<file path="src/rtl/code_lock_ctrl_if.sv">
// Keypad-to-lock bus: decoded key strobe in, lock status and pulses out.
// The keypad side drives the master modport, the controller takes the slave modport.
interface code_lock_ctrl_if #(
   parameter int CODE_LEN = 4,
   parameter int MAX_FAIL = 3
);
   localparam int DW = $clog2(CODE_LEN + 1);
   localparam int FW = $clog2(MAX_FAIL + 1);

   logic [3:0]    code;
   logic          valid;
   logic          unlock;
   logic          prog_mode;
   logic          alarm;
   logic          ok;
   logic          err;
   logic [DW-1:0] digit_cnt;
   logic [FW-1:0] fail_cnt;

   modport master (
      output code,
      output valid,
      input  unlock,
      input  prog_mode,
      input  alarm,
      input  ok,
      input  err,
      input  digit_cnt,
      input  fail_cnt
   );

   modport slave (
      input  code,
      input  valid,
      output unlock,
      output prog_mode,
      output alarm,
      output ok,
      output err,
      output digit_cnt,
      output fail_cnt
   );
endinterface

</file>
<file path="src/rtl/code_lock_ctrl.sv">
// Code-lock controller: digit entry, re-programming, fail lockout and
// timed auto-relock driven from decoded keypad strobes.
module code_lock_ctrl #(
   parameter int CODE_LEN = 4,
   parameter logic [CODE_LEN*4-1:0] DEFAULT_CODE = 16'h1234,
   parameter int MAX_FAIL = 3,
   parameter int UNLOCK_CYCLES = 100000,
   parameter int LOCKOUT_CYCLES = 500000,
   parameter int ENTRY_TIMEOUT = 200000
) (
   input logic             clock,
   input logic             reset,
   code_lock_ctrl_if.slave bus
);
   localparam int BW = CODE_LEN * 4;
   localparam int DW = $clog2(CODE_LEN + 1);
   localparam int FW = $clog2(MAX_FAIL + 1);
   localparam int MAX_UL =
      (UNLOCK_CYCLES > LOCKOUT_CYCLES) ? UNLOCK_CYCLES : LOCKOUT_CYCLES;
   localparam int MAX_T =
      (MAX_UL > ENTRY_TIMEOUT) ? MAX_UL : ENTRY_TIMEOUT;
   localparam int TW = $clog2(MAX_T + 1);

   // Loaded as P-1 so a window entered at cycle s ends exactly at s+P.
   localparam logic [TW-1:0] T_UNLOCK = TW'(UNLOCK_CYCLES - 1);
   localparam logic [TW-1:0] T_LOCKOUT = TW'(LOCKOUT_CYCLES - 1);
   localparam logic [TW-1:0] T_ENTRY = TW'(ENTRY_TIMEOUT - 1);
   localparam logic [DW-1:0] FULL = DW'(CODE_LEN);
   localparam logic [FW-1:0] FAIL_MAX = FW'(MAX_FAIL);

   typedef enum logic [2:0] {
      S_LOCKED,
      S_ENTRY,
      S_UNLOCKED,
      S_PROG,
      S_LOCKOUT
   } state_t;

   state_t        state;
   state_t        state_d;
   logic [BW-1:0] entry;
   logic [BW-1:0] entry_d;
   logic [BW-1:0] stored;
   logic [BW-1:0] stored_d;
   logic [DW-1:0] cnt;
   logic [DW-1:0] cnt_d;
   logic          ovf;
   logic          ovf_d;
   logic [TW-1:0] timer;
   logic [TW-1:0] timer_d;
   logic [FW-1:0] fail;
   logic [FW-1:0] fail_d;

   logic unlock_q;
   logic unlock_d;
   logic prog_q;
   logic prog_d;
   logic alarm_q;
   logic alarm_d;
   logic ok_q;
   logic ok_d;
   logic err_q;
   logic err_d;

   logic          is_digit;
   logic          is_star;
   logic          is_hash;
   logic          expired;
   logic          entry_ok;
   logic          match;
   logic [BW-1:0] shifted;
   logic [FW-1:0] fail_inc;

   assign is_digit = bus.valid && (bus.code <= 4'd9);
   assign is_star  = bus.valid && (bus.code == 4'd10);
   assign is_hash  = bus.valid && (bus.code == 4'd11);
   assign expired  = (timer == '0);
   assign entry_ok = (cnt == FULL) && !ovf;
   assign match    = entry_ok && (entry == stored);
   assign fail_inc = fail + 1'b1;

   generate
      if (CODE_LEN > 1) begin : g_shift
         assign shifted = {entry[BW-5:0], bus.code};
      end else begin : g_single
         assign shifted = bus.code;
      end
   endgenerate

   always_ff @(posedge clock) begin
      if (!reset) begin
         state    <= S_LOCKED;
         entry    <= '0;
         stored   <= DEFAULT_CODE;
         cnt      <= '0;
         ovf      <= 1'b0;
         timer    <= '0;
         fail     <= '0;
         unlock_q <= 1'b0;
         prog_q   <= 1'b0;
         alarm_q  <= 1'b0;
         ok_q     <= 1'b0;
         err_q    <= 1'b0;
      end else begin
         state    <= state_d;
         entry    <= entry_d;
         stored   <= stored_d;
         cnt      <= cnt_d;
         ovf      <= ovf_d;
         timer    <= timer_d;
         fail     <= fail_d;
         unlock_q <= unlock_d;
         prog_q   <= prog_d;
         alarm_q  <= alarm_d;
         ok_q     <= ok_d;
         err_q    <= err_d;
      end
   end

   always_comb begin
      state_d  = state;
      entry_d  = entry;
      stored_d = stored;
      cnt_d    = cnt;
      ovf_d    = ovf;
      fail_d   = fail;
      timer_d  = expired ? timer : timer - 1'b1;

      unique case (state)
         S_LOCKED: begin
            if (is_digit) begin
               entry_d = shifted;
               cnt_d   = DW'(1);
               ovf_d   = 1'b0;
               timer_d = T_ENTRY;
               state_d = S_ENTRY;
            end
         end

         S_ENTRY, S_PROG: begin
            unique case (1'b1)
               is_digit: begin
                  if (cnt == FULL) begin
                     ovf_d = 1'b1;
                  end else begin
                     entry_d = shifted;
                     cnt_d   = cnt + 1'b1;
                  end
                  timer_d = T_ENTRY;
               end
               is_star: begin
                  entry_d = '0;
                  cnt_d   = '0;
                  ovf_d   = 1'b0;
                  if (state == S_PROG) begin
                     timer_d = T_UNLOCK;
                     state_d = S_UNLOCKED;
                  end else begin
                     state_d = S_LOCKED;
                  end
               end
               is_hash: begin
                  entry_d = '0;
                  cnt_d   = '0;
                  ovf_d   = 1'b0;
                  if (state == S_PROG) begin
                     if (entry_ok) begin
                        stored_d = entry;
                        state_d  = S_LOCKED;
                     end else begin
                        timer_d = T_UNLOCK;
                        state_d = S_UNLOCKED;
                     end
                  end else if (match) begin
                     fail_d  = '0;
                     timer_d = T_UNLOCK;
                     state_d = S_UNLOCKED;
                  end else begin
                     fail_d = fail_inc;
                     if (fail_inc == FAIL_MAX) begin
                        timer_d = T_LOCKOUT;
                        state_d = S_LOCKOUT;
                     end else begin
                        state_d = S_LOCKED;
                     end
                  end
               end
               default: begin
                  if (expired) begin
                     entry_d = '0;
                     cnt_d   = '0;
                     ovf_d   = 1'b0;
                     state_d = S_LOCKED;
                  end
               end
            endcase
         end

         // Expiry outranks any key arriving on the same cycle.
         S_UNLOCKED: begin
            if (expired || is_hash) begin
               state_d = S_LOCKED;
            end else if (is_star) begin
               entry_d = '0;
               cnt_d   = '0;
               ovf_d   = 1'b0;
               timer_d = T_ENTRY;
               state_d = S_PROG;
            end
         end

         S_LOCKOUT: begin
            if (expired) begin
               fail_d  = '0;
               state_d = S_LOCKED;
            end
         end

         default: begin
            state_d = S_LOCKED;
         end
      endcase
   end

   always_comb begin
      unlock_d = (state_d == S_UNLOCKED) || (state_d == S_PROG);
      prog_d   = (state_d == S_PROG);
      alarm_d  = (state_d == S_LOCKOUT);
      ok_d     = 1'b0;
      err_d    = 1'b0;
      if (is_hash) begin
         unique case (state)
            S_ENTRY: begin
               ok_d  = match;
               err_d = !match;
            end
            S_PROG: begin
               ok_d  = entry_ok;
               err_d = !entry_ok;
            end
            default: begin
               ok_d  = 1'b0;
               err_d = 1'b0;
            end
         endcase
      end
   end

   assign bus.unlock    = unlock_q;
   assign bus.prog_mode = prog_q;
   assign bus.alarm     = alarm_q;
   assign bus.ok        = ok_q;
   assign bus.err       = err_q;
   assign bus.digit_cnt = cnt;
   assign bus.fail_cnt  = fail;
endmodule

</file>
<file path="src/flat_wrapper.sv">
// flat-port wrapper written by rule: the top's interface ports become plain ports
module code_lock_ctrl_flat 
#(
   parameter int CODE_LEN = 4,
   parameter logic [CODE_LEN*4-1:0] DEFAULT_CODE = 16'h1234,
   parameter int MAX_FAIL = 3,
   parameter int UNLOCK_CYCLES = 100000,
   parameter int LOCKOUT_CYCLES = 500000,
   parameter int ENTRY_TIMEOUT = 200000
)
  (clock, reset, bus_code, bus_valid, bus_unlock, bus_prog_mode, bus_alarm, bus_ok, bus_err, bus_digit_cnt, bus_fail_cnt);
  code_lock_ctrl_if #(.CODE_LEN(CODE_LEN), .MAX_FAIL(MAX_FAIL)) bus_i ();
  input logic clock;
  input logic reset;
  input wire logic [$bits(bus_i.code)-1:0] bus_code;
  input wire logic [$bits(bus_i.valid)-1:0] bus_valid;
  output wire logic [$bits(bus_i.unlock)-1:0] bus_unlock;
  output wire logic [$bits(bus_i.prog_mode)-1:0] bus_prog_mode;
  output wire logic [$bits(bus_i.alarm)-1:0] bus_alarm;
  output wire logic [$bits(bus_i.ok)-1:0] bus_ok;
  output wire logic [$bits(bus_i.err)-1:0] bus_err;
  output wire logic [$bits(bus_i.digit_cnt)-1:0] bus_digit_cnt;
  output wire logic [$bits(bus_i.fail_cnt)-1:0] bus_fail_cnt;
  assign bus_i.code = bus_code;
  assign bus_i.valid = bus_valid;
  assign bus_unlock = bus_i.unlock;
  assign bus_prog_mode = bus_i.prog_mode;
  assign bus_alarm = bus_i.alarm;
  assign bus_ok = bus_i.ok;
  assign bus_err = bus_i.err;
  assign bus_digit_cnt = bus_i.digit_cnt;
  assign bus_fail_cnt = bus_i.fail_cnt;
  code_lock_ctrl #(.CODE_LEN(CODE_LEN), .DEFAULT_CODE(DEFAULT_CODE), .MAX_FAIL(MAX_FAIL), .UNLOCK_CYCLES(UNLOCK_CYCLES), .LOCKOUT_CYCLES(LOCKOUT_CYCLES), .ENTRY_TIMEOUT(ENTRY_TIMEOUT)) u_core (.clock(clock), .reset(reset), .bus(bus_i));
endmodule
</file>
<file path="config.mk">
export PLATFORM = sky130hd
export DESIGN_NAME = code_lock_ctrl_flat
export DESIGN_NICKNAME = d
export VERILOG_FILES = /design/src/rtl/code_lock_ctrl_if.sv /design/src/rtl/code_lock_ctrl.sv /design/src/flat_wrapper.sv
export SDC_FILE = /design/constraint.sdc
export NUM_CORES = 1
export LEC_CHECK = 0
export ABC_AREA = 1
export BUFFER_PORTS_ARGS = -buffer_cell sky130_fd_sc_hd__buf_2
export CAP_MARGIN = 20
export CORE_AREA = 2 2 122 95
export CTS_CLUSTER_SIZE = 8
export DETAILED_ROUTE_END_ITERATION = 10
export DIE_AREA = 0 0 124 97
export PLACE_DENSITY = 0.57
export SLEW_MARGIN = 15
export SYNTH_ARGS = -nofsm -noshare
export SYNTH_HDL_FRONTEND = slang
export SYNTH_SLANG_ARGS = --single-unit
</file>
<file path="constraint.sdc">
create_clock -name clock -period 2 [get_ports clock]
set_input_delay 0.2 -clock clock [delete_from_list [all_inputs] [get_ports clock]]
set_output_delay 0.2 -clock clock [all_outputs]
set_load 0.03 [all_outputs]
</file>
### Word level (Yosys, flattened, before mapping)

Index checks and enable logic that the tools add are counted.

* register bits after elaboration: 65
* input bits: 7
* word-level logic and storage cells: 108

* add/subtract/negate cells: 3
* order comparisons: 1
* equality and inequality tests: 21
* muxes and demuxes: 50
* reduce and logical (&&, ||, !) cells: 21

Operators with widths (count)
* 2-to-1 mux 19 bit: 9
* one-hot mux 19 bit (3 select lines): 2
* 2-to-1 mux 16 bit: 5
* one-hot mux 16 bit (3 select lines): 1
* 2-to-1 mux 3 bit: 12
* one-hot mux 16 bit (2 select lines): 1
* zero test 19 bit: 1
* subtractor 19 x 1 -> 19 bit (second input constant): 1
* one-hot mux 3 bit (3 select lines): 2
* equality test 16 bit: 1
* equality test 3 x 2 -> 1 bit (second input constant): 4
* 2-to-1 mux 2 bit: 6
* one-hot mux 3 bit (4 select lines): 1
* AND reduction 6 bit: 2
* equality test 3 bit (second input constant): 3
* equality test 4 bit (second input constant): 2
* != test 2 x 1 -> 1 bit (second input constant): 4
* AND reduction 4 bit: 2
* != test 3 bit (second input constant): 2
* one-hot mux 1 bit (2 select lines): 3
* one-hot mux 3 bit (2 select lines): 1
* logical AND 1 bit: 5
* 2-to-1 mux 1 bit: 5
* less-or-equal comparator 4 bit (second input constant): 1
* 15 further kinds: 20

### Depth between registers and ports, before layout

* depth after elaboration: 9
* depth in mapped cells: 16
* depth with buffers taken out: 16

### Worst setup path after synthesis

No wires, ideal clock.

* kind: reg-to-reg
* start: register u_core.cnt[0] (netlist: u_core.bus.digit_cnt[0])
* end: register u_core.timer[12]
* setup time: 0.114 ns
* arrival: 1.846 ns
* setup slack: 0.040 ns
* cell stages (with the launch flop): 16
* path buffers: 0
* period minus slack after synthesis: 1.960 ns
* path through: dfxtp_1 inv_1 ha_1 nand2_1 nor2_1 nand3_1 nor2_1 nand3_1 nand2_1 nand2_1 nand2_1 nand3_1 nand2_1 nand2_1 nand2_1 nor2_1

* cells in the longest elaborated chain, start to end: 7
* elaborated cells on any way between the ends: 8

Ends and longest elaborated chain
* from (decl): line code_lock_ctrl.sv:45 `logic [DW-1:0] cnt;`
* from (signal assigned): line code_lock_ctrl.sv:108 `cnt <= cnt_d;`
* equality test 3 bit *: line code_lock_ctrl.sv:78 `assign entry_ok = (cnt == FULL) && !ovf;`
* logical AND 1 bit *: line code_lock_ctrl.sv:78
* logical AND 1 bit: line code_lock_ctrl.sv:79 `assign match = entry_ok && (entry == stored);`
* 2-to-1 mux 19 bit: line code_lock_ctrl.sv:174 `end else if (match) begin`
* 2-to-1 mux 19 bit *: line code_lock_ctrl.sv:166 `if (state == S_PROG) begin`
* one-hot mux 19 bit (3 select lines) *: line code_lock_ctrl.sv:141 `unique case (1'b1)`
* one-hot mux 19 bit (3 select lines) *: line code_lock_ctrl.sv:129 `unique case (state)`
* to (signal assigned): line code_lock_ctrl.sv:110 `timer <= timer_d;`
* to (decl): line code_lock_ctrl.sv:49 `logic [TW-1:0] timer;`

Every way passes the cells marked *; elsewhere a longest branch is shown, timed or not.
A chain may end at the register's enable or synchronous reset.

### Final worst setup path

* start: register u_core.timer[1]
* end: register u_core.entry[0]

* cells in the longest elaborated chain, start to end: 4
* elaborated cells on any way between the ends: 5

Ends and longest elaborated chain
* zero test 19 bit *: line code_lock_ctrl.sv:77 `assign expired = (timer == '0);`
* logical OR 1 bit: line code_lock_ctrl.sv:201 `if (expired || is_hash) begin`
* != test 2 bit (no source line)
* AND reduction 6 bit (no source line) *
* to (signal assigned): line code_lock_ctrl.sv:106 `entry <= entry_d;`
* to (decl): line code_lock_ctrl.sv:41 `logic [BW-1:0] entry;`

Marked as above.

==> run summary <==
Min Hold Slack: 0.153 ns
Worst Max-Slew Pin Slew: 0.546 ns
GP Congestion: 0.996
synth-to-layout area growth: 25.4%
RSZ-0062 raised after global routing: true
Reg2Reg Depth: 13
share of the yosys chip area belonging to registers: 0.351
status: finished clean
post-layout net count: 625
fin crit share: 0.962
Total Power: 4.12 mW
Arrival @ worst endpoint: 2.13 ns
VDD IR-drop max: 0.583 mV
Max Freq: 520 MHz
# hold bufs at CTS: 0
Via density: 4.85
DP Area: 4190 um^2
Cell variety after synth: 43
Die Span Y: 97 um
Yosys top cell by area: dfxtp_1
gr usage total: 0.175
MaxCap Viol Count: 0
CTS max path bufs: 2
total CTS buffers: 9
H-Tree Depth: 3
number of global-route vias before repair: 3411
share of cells above drive strength 1: 0.231
number of diodes: 0
DR iter-0 viols: 300
ys flop type: dfxtp_1
warnings from Yosys: 0
synthesized area: 3710 um^2
Worst setup SP type: register
pin count of the biggest net entering global routing: 25
top cells by count, synth: nand2_1, nor2_1, dfxtp_1
routed vias: 3677
fin area: 4650 um^2
Clk pin slew, worst setup/hold paths: 0.05 ns
core box area: 10700 um^2
Area contributors post-synth: dfxtp_1, nand2_1, nor2_1
kind of critical path: reg2reg
asr flop ratio synth: 0
Hold WC Path Type: in2reg
CTS tree: yes
Post-Syn Instances: 558
area occupied by multi-input gates: 2160 um^2
minimum clock period: 1.92 ns
Slew headroom: 0.634
final hold vios: 0
fill count: 1103
FF/Latch Area: 1310 um^2
crit-path max FO: 14
wire per inst: 13.3 um
required time of the critical path: 2.21 ns
Synth top area share: 0.351
clk sinks: 65
global-route wire length before repair: 16700 um
I/O pins: 17
power per cell area: 886 nW/um^2
Post-synth EDFFs: 0
Rows: 33
DR pass1 iterations: 5
Overflow after GRT: 0
chip width: 124 um
P_leak: 2.11 nW
DPL Wire Length: 7480 um
crit end category: register
I/O Buffers: 16
initial core utilization: 0.345
top-count cell post-synth: nand2_1
Mapped Nets: 570
DRC Markers: 0
post-route ant nets: 0
Root Driver: clkbuf_16
#FFs+latches synth: 65
syn avg cell area: 6.64 um^2
Final Max Slew Viols: 0
Setup Viol. Count Final: 0
initial antenna violation count: 0
clk_skew: 0.00834 ns
total wire length: 10100 um
worst hold stages: 3
clk_lat worst skew: 0.33 ns
Die ar.: 12000 um^2
[layer usage]
layer / global-route usage / up-vias / wire, um
li1: - / 1899 / -
met1: 0.273 / 1662 / 5240
met2: 0.244 / 105 / 4130
met3: 0.0377 / 11 / 608
met4: 0.0354 / 0 / 124
met5: 0 / - / 0
[stage by stage]
step                 util  setup WS (ns)  setup TNS (ns)  std cells
floorplan               -         0.0395               0        558
global placement    0.390         0.0775               0        737
detailed placement  0.390        -0.0113         -0.0169        737
CTS                 0.418        0.00851               0        753
global route        0.433        -0.0500          -0.500        758
finish              0.433         0.0753               0        758
[final timing paths]
kind / endpoint / from / slack, ns
setup / recovery: u_core.entry[0] / u_core.timer[1] / 0.08
hold / removal: u_core.entry[3] / bus_code[3] / 0.15
setup reg to reg: u_core.entry[0] / u_core.timer[1] / 0.08
hold reg to reg: u_core.stored[9] / u_core.stored[9] / 0.47
[layout make-up]
cell class / instances / share of cell area
flip-flops and latches: 65 / 0.281
well taps: 140 / 0.0377
multi-input cells: 404 / 0.464
repair buffers: 58 / 0.0921
clock buffers: 11 / 0.0522
inverters: 75 / 0.0606
clock inverters: 5 / 0.0119
[sequential cells by signal, summed over array words and instances, names as in the netlist]
register              flops
u_core.entry             16
u_core.state              3
u_core.timer             19
u_core.bus.digit_cnt      3
u_core.stored            16
u_core.bus.fail_cnt       2
u_core.bus.prog_mode      1
u_core.ovf                1
u_core.bus.err            1
u_core.bus.alarm          1
u_core.bus.unlock         1
u_core.bus.ok             1
[what timing repair did]
item                       in CTS  in global routing
gates cloned                    0                  0
setup endpoints to repair       4                 37
setup buffers                   0                  5
hold endpoints to repair        0                  0
pin swaps                       0                  9
resized for setup               1                 38
[worst max-delay path, cell delays in order (launching register included)]
cell      delay, ns
dfxtp_2        0.31
inv_1          0.07
ha_2           0.18
inv_2          0.04
nor3_2         0.11
buf_4          0.16
nand4_4        0.13
nand3_1        0.14
o211ai_2       0.11
nor2_4         0.15
inv_2          0.07
buf_12         0.15
a21oi_1        0.11
nor2_1         0.07
[placed cells by master (no fill, tap or decap), types with 2 or more instances in the layout]
cell type	count
o21ai_1	15
clkbuf_16	9
dfxtp_1	61
inv_1	58
clkinvlp_4	2
nor3_2	3
nor2_1	75
o211ai_1	4
nor2_2	5
clkinv_1	2
ha_1	3
or2_2	2
xnor2_1	10
nand2_4	2
buf_12	2
nor2_4	6
buf_2	16
a21oi_2	10
nor4_1	2
nand3_1	26
inv_2	15
nand2_2	13
xor2_1	11
buf_4	38
buf_6	2
nand4_1	12
a21oi_1	39
nand2_1	120
o21ai_0	21
nor3_1	5
nand3_2	3
clkinv_2	2
dfxtp_2	4
[logic make-up (layout without fill, tap and decap cells)]
logic type,Yosys count,count (layout),share of synthesized area
buffers and inverters,89,149,0.0959
DFF,65,65,0.351
xor gates and xnor gates,21,21,0.0496
adders and majority gates,5,5,0.0169
and+or+nand+nor,282,282,0.338
AOI/OAI and AO/OA,96,96,0.148
[power by group]
group / switching [mW] / leakage [nW] / total [mW] / internal [mW]
combinational: 0.636 / 1.44 / 1.05 / 0.412
sequential: 0.104 / 0.532 / 1.50 / 1.40
clock: 0.574 / 0.142 / 1.57 / 0.994
total: 1.31 / 2.11 / 4.12 / 2.80
No activity file was read; power rests on OpenSTA's default activity.
